## src/rtl/overture_pkg.sv

```systemverilog
// Shared encodings for the overture CPU run controller and the CPU wrappers.
// Pure type definitions; no timing or flow-control behaviour of its own.
package overture_pkg;

  typedef enum logic [1:0] {
    OP_RUN   = 2'b00,
    OP_STEP  = 2'b01,
    OP_HALT  = 2'b10,
    OP_RUN_N = 2'b11
  } cmd_op_e;

  typedef enum logic [1:0] {
    CAUSE_NONE  = 2'b00,
    CAUSE_HOST  = 2'b01,
    CAUSE_BREAK = 2'b10,
    CAUSE_COUNT = 2'b11
  } halt_cause_e;

  typedef enum logic [1:0] {
    ST_IDLE  = 2'b00,
    ST_RUN   = 2'b01,
    ST_COUNT = 2'b10
  } run_state_e;

endpackage

```

## src/rtl/overture_run_ctrl.sv

```systemverilog
// Host run/step/halt controller gating the CPU run strobe; state changes one edge after a command fires.
// Backpressure: cmd_ready is high in IDLE for any op, and while running only for HALT.
module overture_run_ctrl
  import overture_pkg::*;
#(
  parameter int CYCLE_W = 16
) (
  input  logic               clk,
  input  logic               reset,
  input  logic               cmd_valid,
  output logic               cmd_ready,
  input  logic [1:0]         cmd_op,
  input  logic [7:0]         cmd_count,
  input  logic               bp_en,
  input  logic [7:0]         bp_addr,
  input  logic [7:0]         cpu_pc,
  output logic               cpu_run,
  output logic               busy,
  output logic               done,
  output logic [1:0]         halt_cause,
  output logic [CYCLE_W-1:0] cycles
);

  run_state_e         r_state, w_state_nxt;
  logic [7:0]         r_remaining, w_rem_nxt;
  logic [CYCLE_W-1:0] r_cycles, w_cycles_nxt;
  halt_cause_e        r_halt_cause, w_cause_nxt;
  logic               r_bp_skip, w_skip_nxt;
  logic               r_done, w_done_nxt;
  logic               r_busy;

  cmd_op_e w_op;
  logic    w_running, w_fire, w_halt_fire, w_bp_hit, w_run;

  assign w_op        = cmd_op_e'(cmd_op);
  assign w_running   = (r_state != ST_IDLE);
  assign cmd_ready   = !w_running || (w_op == OP_HALT);
  assign w_fire      = cmd_valid && cmd_ready;
  assign w_halt_fire = w_fire && w_running && (w_op == OP_HALT);
  // bp_skip lets a start sitting on the breakpoint PC execute that instruction once.
  assign w_bp_hit    = bp_en && (cpu_pc == bp_addr) && !r_bp_skip;
  assign w_run       = w_running && !w_bp_hit && !w_halt_fire;
  assign cpu_run     = w_run && !reset;

  assign busy       = r_busy;
  assign done       = r_done;
  assign halt_cause = r_halt_cause;
  assign cycles     = r_cycles;

  always_comb begin
    w_state_nxt  = r_state;
    w_rem_nxt    = r_remaining;
    w_cycles_nxt = r_cycles;
    w_cause_nxt  = r_halt_cause;
    w_skip_nxt   = r_bp_skip;
    w_done_nxt   = 1'b0;
    case (r_state)
      ST_IDLE: begin
        if (w_fire && (w_op != OP_HALT)) begin
          w_cycles_nxt = '0;
          if (w_op == OP_RUN_N && cmd_count == 8'd0) begin
            w_cause_nxt = CAUSE_COUNT;
            w_done_nxt  = 1'b1;
          end else begin
            w_cause_nxt = CAUSE_NONE;
            w_skip_nxt  = 1'b1;
            if (w_op == OP_RUN) begin
              w_state_nxt = ST_RUN;
            end else begin
              w_state_nxt = ST_COUNT;
              w_rem_nxt   = (w_op == OP_STEP) ? 8'd1 : cmd_count;
            end
          end
        end
      end
      default: begin
        if (w_halt_fire) begin
          w_state_nxt = ST_IDLE;
          w_cause_nxt = CAUSE_HOST;
          w_done_nxt  = 1'b1;
        end else if (w_bp_hit) begin
          w_state_nxt = ST_IDLE;
          w_cause_nxt = CAUSE_BREAK;
          w_done_nxt  = 1'b1;
        end else begin
          if (r_cycles != {CYCLE_W{1'b1}}) w_cycles_nxt = r_cycles + 1'b1;
          w_skip_nxt = 1'b0;
          if (r_state == ST_COUNT) begin
            w_rem_nxt = r_remaining - 8'd1;
            if (r_remaining == 8'd1) begin
              w_state_nxt = ST_IDLE;
              w_cause_nxt = CAUSE_COUNT;
              w_done_nxt  = 1'b1;
            end
          end
        end
      end
    endcase
  end

  always_ff @(posedge clk) begin
    if (reset) begin
      r_state      <= ST_IDLE;
      r_remaining  <= 8'd0;
      r_cycles     <= '0;
      r_halt_cause <= CAUSE_NONE;
      r_bp_skip    <= 1'b0;
      r_done       <= 1'b0;
      r_busy       <= 1'b0;
    end else begin
      r_state      <= w_state_nxt;
      r_remaining  <= w_rem_nxt;
      r_cycles     <= w_cycles_nxt;
      r_halt_cause <= w_cause_nxt;
      r_bp_skip    <= w_skip_nxt;
      r_done       <= w_done_nxt;
      r_busy       <= (w_state_nxt != ST_IDLE);
    end
  end

endmodule

```

## config.mk

```make
export PLATFORM = sky130hd
export DESIGN_NAME = overture_run_ctrl
export DESIGN_NICKNAME = d
export VERILOG_FILES = /design/src/rtl/overture_pkg.sv /design/src/rtl/overture_run_ctrl.sv
export SDC_FILE = /design/constraint.sdc
export NUM_CORES = 1
export LEC_CHECK = 0
export ABC_CLOCK_PERIOD_IN_PS = 2500
export CORE_MARGIN = 2
export CORE_UTILIZATION = 47
export CTS_CLUSTER_SIZE = 30
export DETAILED_ROUTE_END_ITERATION = 10
export GPL_ROUTABILITY_DRIVEN = 0
export PLACE_DENSITY = 0.79
export SLEW_MARGIN = 20
export SYNTH_ARGS = -nofsm -noshare
export SYNTH_HDL_FRONTEND = slang
export SYNTH_SLANG_ARGS = --single-unit
export TNS_END_PERCENT = 5
```

## constraint.sdc

```tcl
create_clock -name clk -period 2.5 [get_ports clk]
set_clock_uncertainty 0.15 [all_clocks]
set_input_delay 0.5 -clock clk [delete_from_list [all_inputs] [get_ports clk]]
set_output_delay 0.5 -clock clk [all_outputs]
set_load 0.1 [all_outputs]
```

; ---- After elaboration in Yosys (flattened, before gate mapping)
; Cells that the tools add are included.
[totals]
regBits = 31
inputBits = 30
out_inout_bits = 22
[op_classes]
add_sub_neg = 2
n_reduce_logical = 29
muxes = 40
eq_ne = 13
[ops]
columns = op, n
row1 = 16-bit 2-to-1 mux, 5
row2 = 8-bit 2-to-1 mux, 8
row3 = 2-bit 2-to-1 mux, 15
row4 = "16-bit by 1-bit adder with 16-bit output, second input constant", 1
row5 = "16-bit != test, second input constant", 1
row6 = 1-bit 2-to-1 mux, 12
row7 = 1-bit logical AND, 10
row8 = "8-bit by 1-bit equality test with 1-bit output, second input constant", 1
row9 = 8-bit equality test, 1
row10 = 8-bit zero test, 1
row11 = "2-bit != test, second input constant", 4
row12 = 4-bit AND reduction, 2
row13 = 2-bit nonzero test, 4
row14 = 4-bit nonzero test, 2
row15 = "8-bit by 1-bit subtractor with 8-bit output, second input constant", 1
row16 = "2-bit equality test, second input constant", 3
row17 = 6-bit AND reduction, 1
row18 = 1-bit zero test, 5
row19 = 2-bit zero test, 2
row20 = "2-bit by 1-bit != test with 1-bit output, second input constant", 2
row21 = 3-bit AND reduction, 1
row22 = "2-bit by 1-bit equality test with 1-bit output, second input constant", 1
row23 = 1-bit logical OR, 1

; ---- Depth between registers and ports, before layout
[logic_depth]
word_depth = 9
ltp_mapped = 9

; ---- Worst setup path before layout
; OpenSTA, ideal clock, no wires.
[synth_path]
path_kind = in2out
from = input port cpu_pc[6]
to = output port cpu_run
setup_slack_ps = -1203
path_stages = 5
arrival_ps = 3053
cell_sequence = xor2_1 -> nor4_1 -> and3_1 -> buf_4 -> nor3_1
[synth_via]
elab_chain_cells = 7
[synth_rtl]
columns = element, line_no
row1 = "start, declared", overture_run_ctrl.sv:16  ; input logic [7:0] cpu_pc,
row2 = 8-bit equality test, overture_run_ctrl.sv:41  ; assign w_bp_hit = bp_en && (cpu_pc == bp_addr) && !r_bp_skip;
row3 = 1-bit logical AND (2 in a row), overture_run_ctrl.sv:41
row4 = 1-bit zero test, overture_run_ctrl.sv:42  ; assign w_run = w_running && !w_bp_hit && !w_halt_fire;
row5 = 1-bit logical AND (2 in a row), overture_run_ctrl.sv:42
row6 = 1-bit logical AND, overture_run_ctrl.sv:43  ; assign cpu_run = w_run && !reset;
row7 = "end, declared", overture_run_ctrl.sv:17  ; output logic cpu_run,
; Every way passes these cells.

; ---- Worst setup path in the final report
[layout_path]
from = input port cmd_op[0]
to = output port cpu_run
[layout_via]
elab_chain_cells = 8
[layout_rtl]
columns = element, line_no
row1 = "start, declared", overture_run_ctrl.sv:12  ; input logic [1:0] cmd_op,
row2 = 2-bit equality test *, "overture_run_ctrl.sv:37, overture_run_ctrl.sv:39"
row3 = 1-bit logical OR, overture_run_ctrl.sv:37  ; assign cmd_ready = !w_running || (w_op == OP_HALT);
row4 = 1-bit logical AND, overture_run_ctrl.sv:38  ; assign w_fire = cmd_valid && cmd_ready;
row5 = 1-bit logical AND, overture_run_ctrl.sv:39  ; assign w_halt_fire = w_fire && w_running && (w_op == OP_HALT);
row6 = 1-bit logical AND *, overture_run_ctrl.sv:39
row7 = 1-bit zero test *, overture_run_ctrl.sv:42
row8 = 1-bit logical AND *, overture_run_ctrl.sv:42
row9 = 1-bit logical AND *, overture_run_ctrl.sv:43
; Mark *: on every way between the ends. The rest lies on a longest branch, timed or not.

==> flow_metrics.env <==
export IMPL_layout_common_cells="47 x buf_4, 31 x dfxtp_1, 22 x nor2_1"
export IMPL_fin_nets=339
export IMPL_min_from="halt_cause[1]$_SDFFE_PP0P_"
export IMPL_finalWirelength_mm=5.38
export IMPL_clockPowerShare_pct=34.7
export IMPL_powerDensity_nw_per_um2=548
export IMPL_r2r_end="r_remaining[0]$_SDFFE_PP0P_"
export IMPL_synth_cell_types=49
export IMPL_grt_max_degree=18
export IMPL_rsz0062_at_grt="no"
export IMPL_worst_pin_slew_ns=0.550
export IMPL_die_w_um=66.3
export IMPL_rows=22
export IMPL_synth_flop_cell="dfxtp_1"
export IMPL_finalNonFillerCells=355
export IMPL_synth_yosys_seq_area_share_pct=34.0
export IMPL_hold_path_class="reg -> reg"
export IMPL_max_clock_path_buffers=2
export IMPL_drtAntennaViolNets=0
export IMPL_cp_startpoint="cmd_op[0]"
export IMPL_initial_utilization_pct=49.5
export IMPL_p_seq_share_pct=36.1
export IMPL_fp_dieArea_um2=4400
export IMPL_grt_pass1_wl_mm=8.74
export IMPL_timing_setup_tns_ns=0
export IMPL_grt_pass1_vias=1908
export IMPL_setup_violations=0
export IMPL_layout_commonest_cell="buf_4"
export IMPL_drt_pass1_iterations=4
export IMPL_post_drt_wl_per_cell_um=15.2
export IMPL_clk_pin_slew_ns=0.07
export IMPL_synth_cells=230
export IMPL_drt_iter0_drc=145
export IMPL_drc=0
export IMPL_vias_per_cell=5.63
export IMPL_ys_ff_latch=31
export IMPL_cts_root_buf="clkbuf_8"
export IMPL_status="complete, no violations"
export IMPL_area_growth_pct=50.7
export IMPL_drv_slew=0
export IMPL_r2r_cells=7
export IMPL_overflow=0
export IMPL_yosysWarningCount=0
export IMPL_fp_dieH_um=66.3
export IMPL_coreArea_um2=3690
export IMPL_worstSetupEndpointType="output port"
export IMPL_io_buffers=51
export IMPL_ioPinCount=52
export IMPL_cts_hold_buf=0
export IMPL_power_mw=1.51
export IMPL_placedCellCount=346
export IMPL_grt_use_total_pct=25.6
export IMPL_max_freq_ghz=0.416
export IMPL_period_needed_ns=2.40
export IMPL_r2r_start="r_state[1]$_SDFF_PP0_"
export IMPL_vias=2000
export IMPL_crit_arrival_ns=1.75
export IMPL_cellLeakagePower_nw=1.23
export IMPL_start_kind="input pin"
export IMPL_antenna_found_initial=0
export IMPL_cts_made_buffers=5
export IMPL_antenna_cells=0
export IMPL_cts_sinks=31
export IMPL_vdd_drop_max_uv=282
export IMPL_synth_avg_cell_area_um2=7.94
export IMPL_combPwrFrac_pct=29.2
export IMPL_finalCritPeriodShare_pct=96.1
export IMPL_path_max_fanout=3
export IMPL_cap_violations=0
export IMPL_dp_hpwl_mm=3.81
export IMPL_synth_edf_count=0
export IMPL_cts_tree="built"
export IMPL_htreeDepth=2
export IMPL_syn_nets=263
export IMPL_async_flop_share_pct=0
export IMPL_finalHoldViolCount=0
export IMPL_worstSetupEndpoint="cpu_run"
export IMPL_synth_area_um2=1830
export IMPL_switching_share_pct=31.7
export IMPL_worstPathRequired_ns=1.85
export IMPL_power_internal_mw=1.03
export IMPL_p_switching_uw=477
export IMPL_r2r_setup_slack_ns=0.28
export IMPL_path_class="in -> out"
export IMPL_clk_latency_ns=0.28
export IMPL_drive_above_1_share_pct=23.8
export IMPL_slew_headroom_pct=63.2
==> what timing repair did <==
action                                 in CTS  in global routing
endpoints found under the hold margin       0                  0
resized for setup                           5                 22
pin swaps                                   3                 12
setup endpoints to repair                   2                  6
buffers inserted                            1                  0
==> power by group through the flow <==
stage	sequential, mW	clock (mW)	combinational [mW]
CTS	0.543	0.527	0.430
detailed placement	0.554	0	0.427
global placement	0.553	0	0.421
global route	0.548	0.552	0.479
finish	0.544	0.522	0.440
floorplan	0.601	0	0.216
==> how the worst min path moves through the flow <==
stage / endpoint / slack, ns / cells after the start
2_1_floorplan: r_remaining[6]$_SDFFE_PP0P_ / 0.30 / 2
3_3_place_gp: r_remaining[6]$_SDFFE_PP0P_ / 0.32 / 2
3_5_place_dp: r_remaining[7]$_SDFFE_PP0P_ / 0.32 / 2
4_1_cts: r_remaining[7]$_SDFFE_PP0P_ / 0.33 / 2
5_1_grt: halt_cause[1]$_SDFFE_PP0P_ / 0.36 / 2
6_report: halt_cause[1]$_SDFFE_PP0P_ / 0.33 / 2
==> per-stage QoR <==
step / cell area, um^2 / worst slack, ns / utilization [%] / hold slack (ns)
6_report: 2750 / 0.0965 / 74.6 / 0.327
3_3_place_gp: 2520 / -0.247 / 68.4 / 0.318
4_1_cts: 2670 / 0.00289 / 72.3 / 0.331
3_5_place_dp: 2520 / -0.321 / 68.4 / 0.321
2_1_floorplan: 1840 / -0.311 / - / 0.298
5_1_grt: 2750 / 0.0183 / 74.6 / 0.363
==> registers in the layout (all words and copies together), names as in the netlist <==
| register | cells |
|---|---|
| done | 1 |
| r_remaining | 8 |
| r_bp_skip | 1 |
| cycles | 16 |
| busy | 1 |
| r_state | 2 |
| halt_cause | 2 |
==> synth_stat cells, types with 3 or more instances <==
cell type,count,area share [%]
nand4_1,5,1.7
dfxtp_1,31,34
xnor2_1,4,1.9
clkbuf_1,3,0.62
nor2b_1,5,1.7
xor2_1,9,4.3
a221oi_1,4,1.9
nor4_1,3,1.0
nand2b_1,7,2.4
a31oi_1,6,2.1
nor2_1,22,4.5
inv_1,6,1.2
nand2_1,19,3.9
buf_2,4,1.1
a21oi_1,13,3.6
and3_1,3,1.0
ha_1,3,2.1
o21ai_0,17,4.7
nor3_1,7,1.9
o31ai_1,4,1.6
nand3_1,16,4.4
nand3b_1,4,1.6
==> metal layers <==
layer | routed length (um) | share of wire, % | up-vias | global-route usage, %
li1 | - | - | 995 | -
met1 | 2280 | 42 | 936 | 30.0
met2 | 2790 | 52 | 63 | 44.4
met3 | 259 | 4.8 | 6 | 4.94
met4 | 47 | 0.87 | 0 | 12.0
met5 | 0 | 0 | - | 0
==> area by class of cell <==
cell class | instances | area, um^2
Inverter | 6 | 22.5
Clock buffer | 6 | 82.6
Clock inverter | 2 | 35.0
Fill cell | 304 | 937
Timing Repair Buffer | 78 | 719
Multi-Input combinational cell | 184 | 1210
Tap cell | 48 | 60.1
Sequential cell | 31 | 621
==> kinds of logic after synthesis <==
| family | count (synthesis) | synth area share (%) |
|---|---|---|
| and+or+nand+nor | 103 | 30.3 |
| AOI/OAI and AO/OA | 62 | 21.7 |
| DFF | 31 | 34.0 |
| buffers and inverters | 15 | 3.98 |
| xor gates and xnor gates | 13 | 6.24 |
| muxes | 3 | 1.71 |
| adders and majority gates | 3 | 2.06 |
==> critical path, cell delays in order <==
cell             delay [ns]
clkdlybuf4s50_1        0.47
nand3b_1               0.17
nand2_4                0.08
buf_4                  0.17
nor3_4                 0.16
buf_12                 0.20
Note: power is estimated with default switching activity, not from simulation.
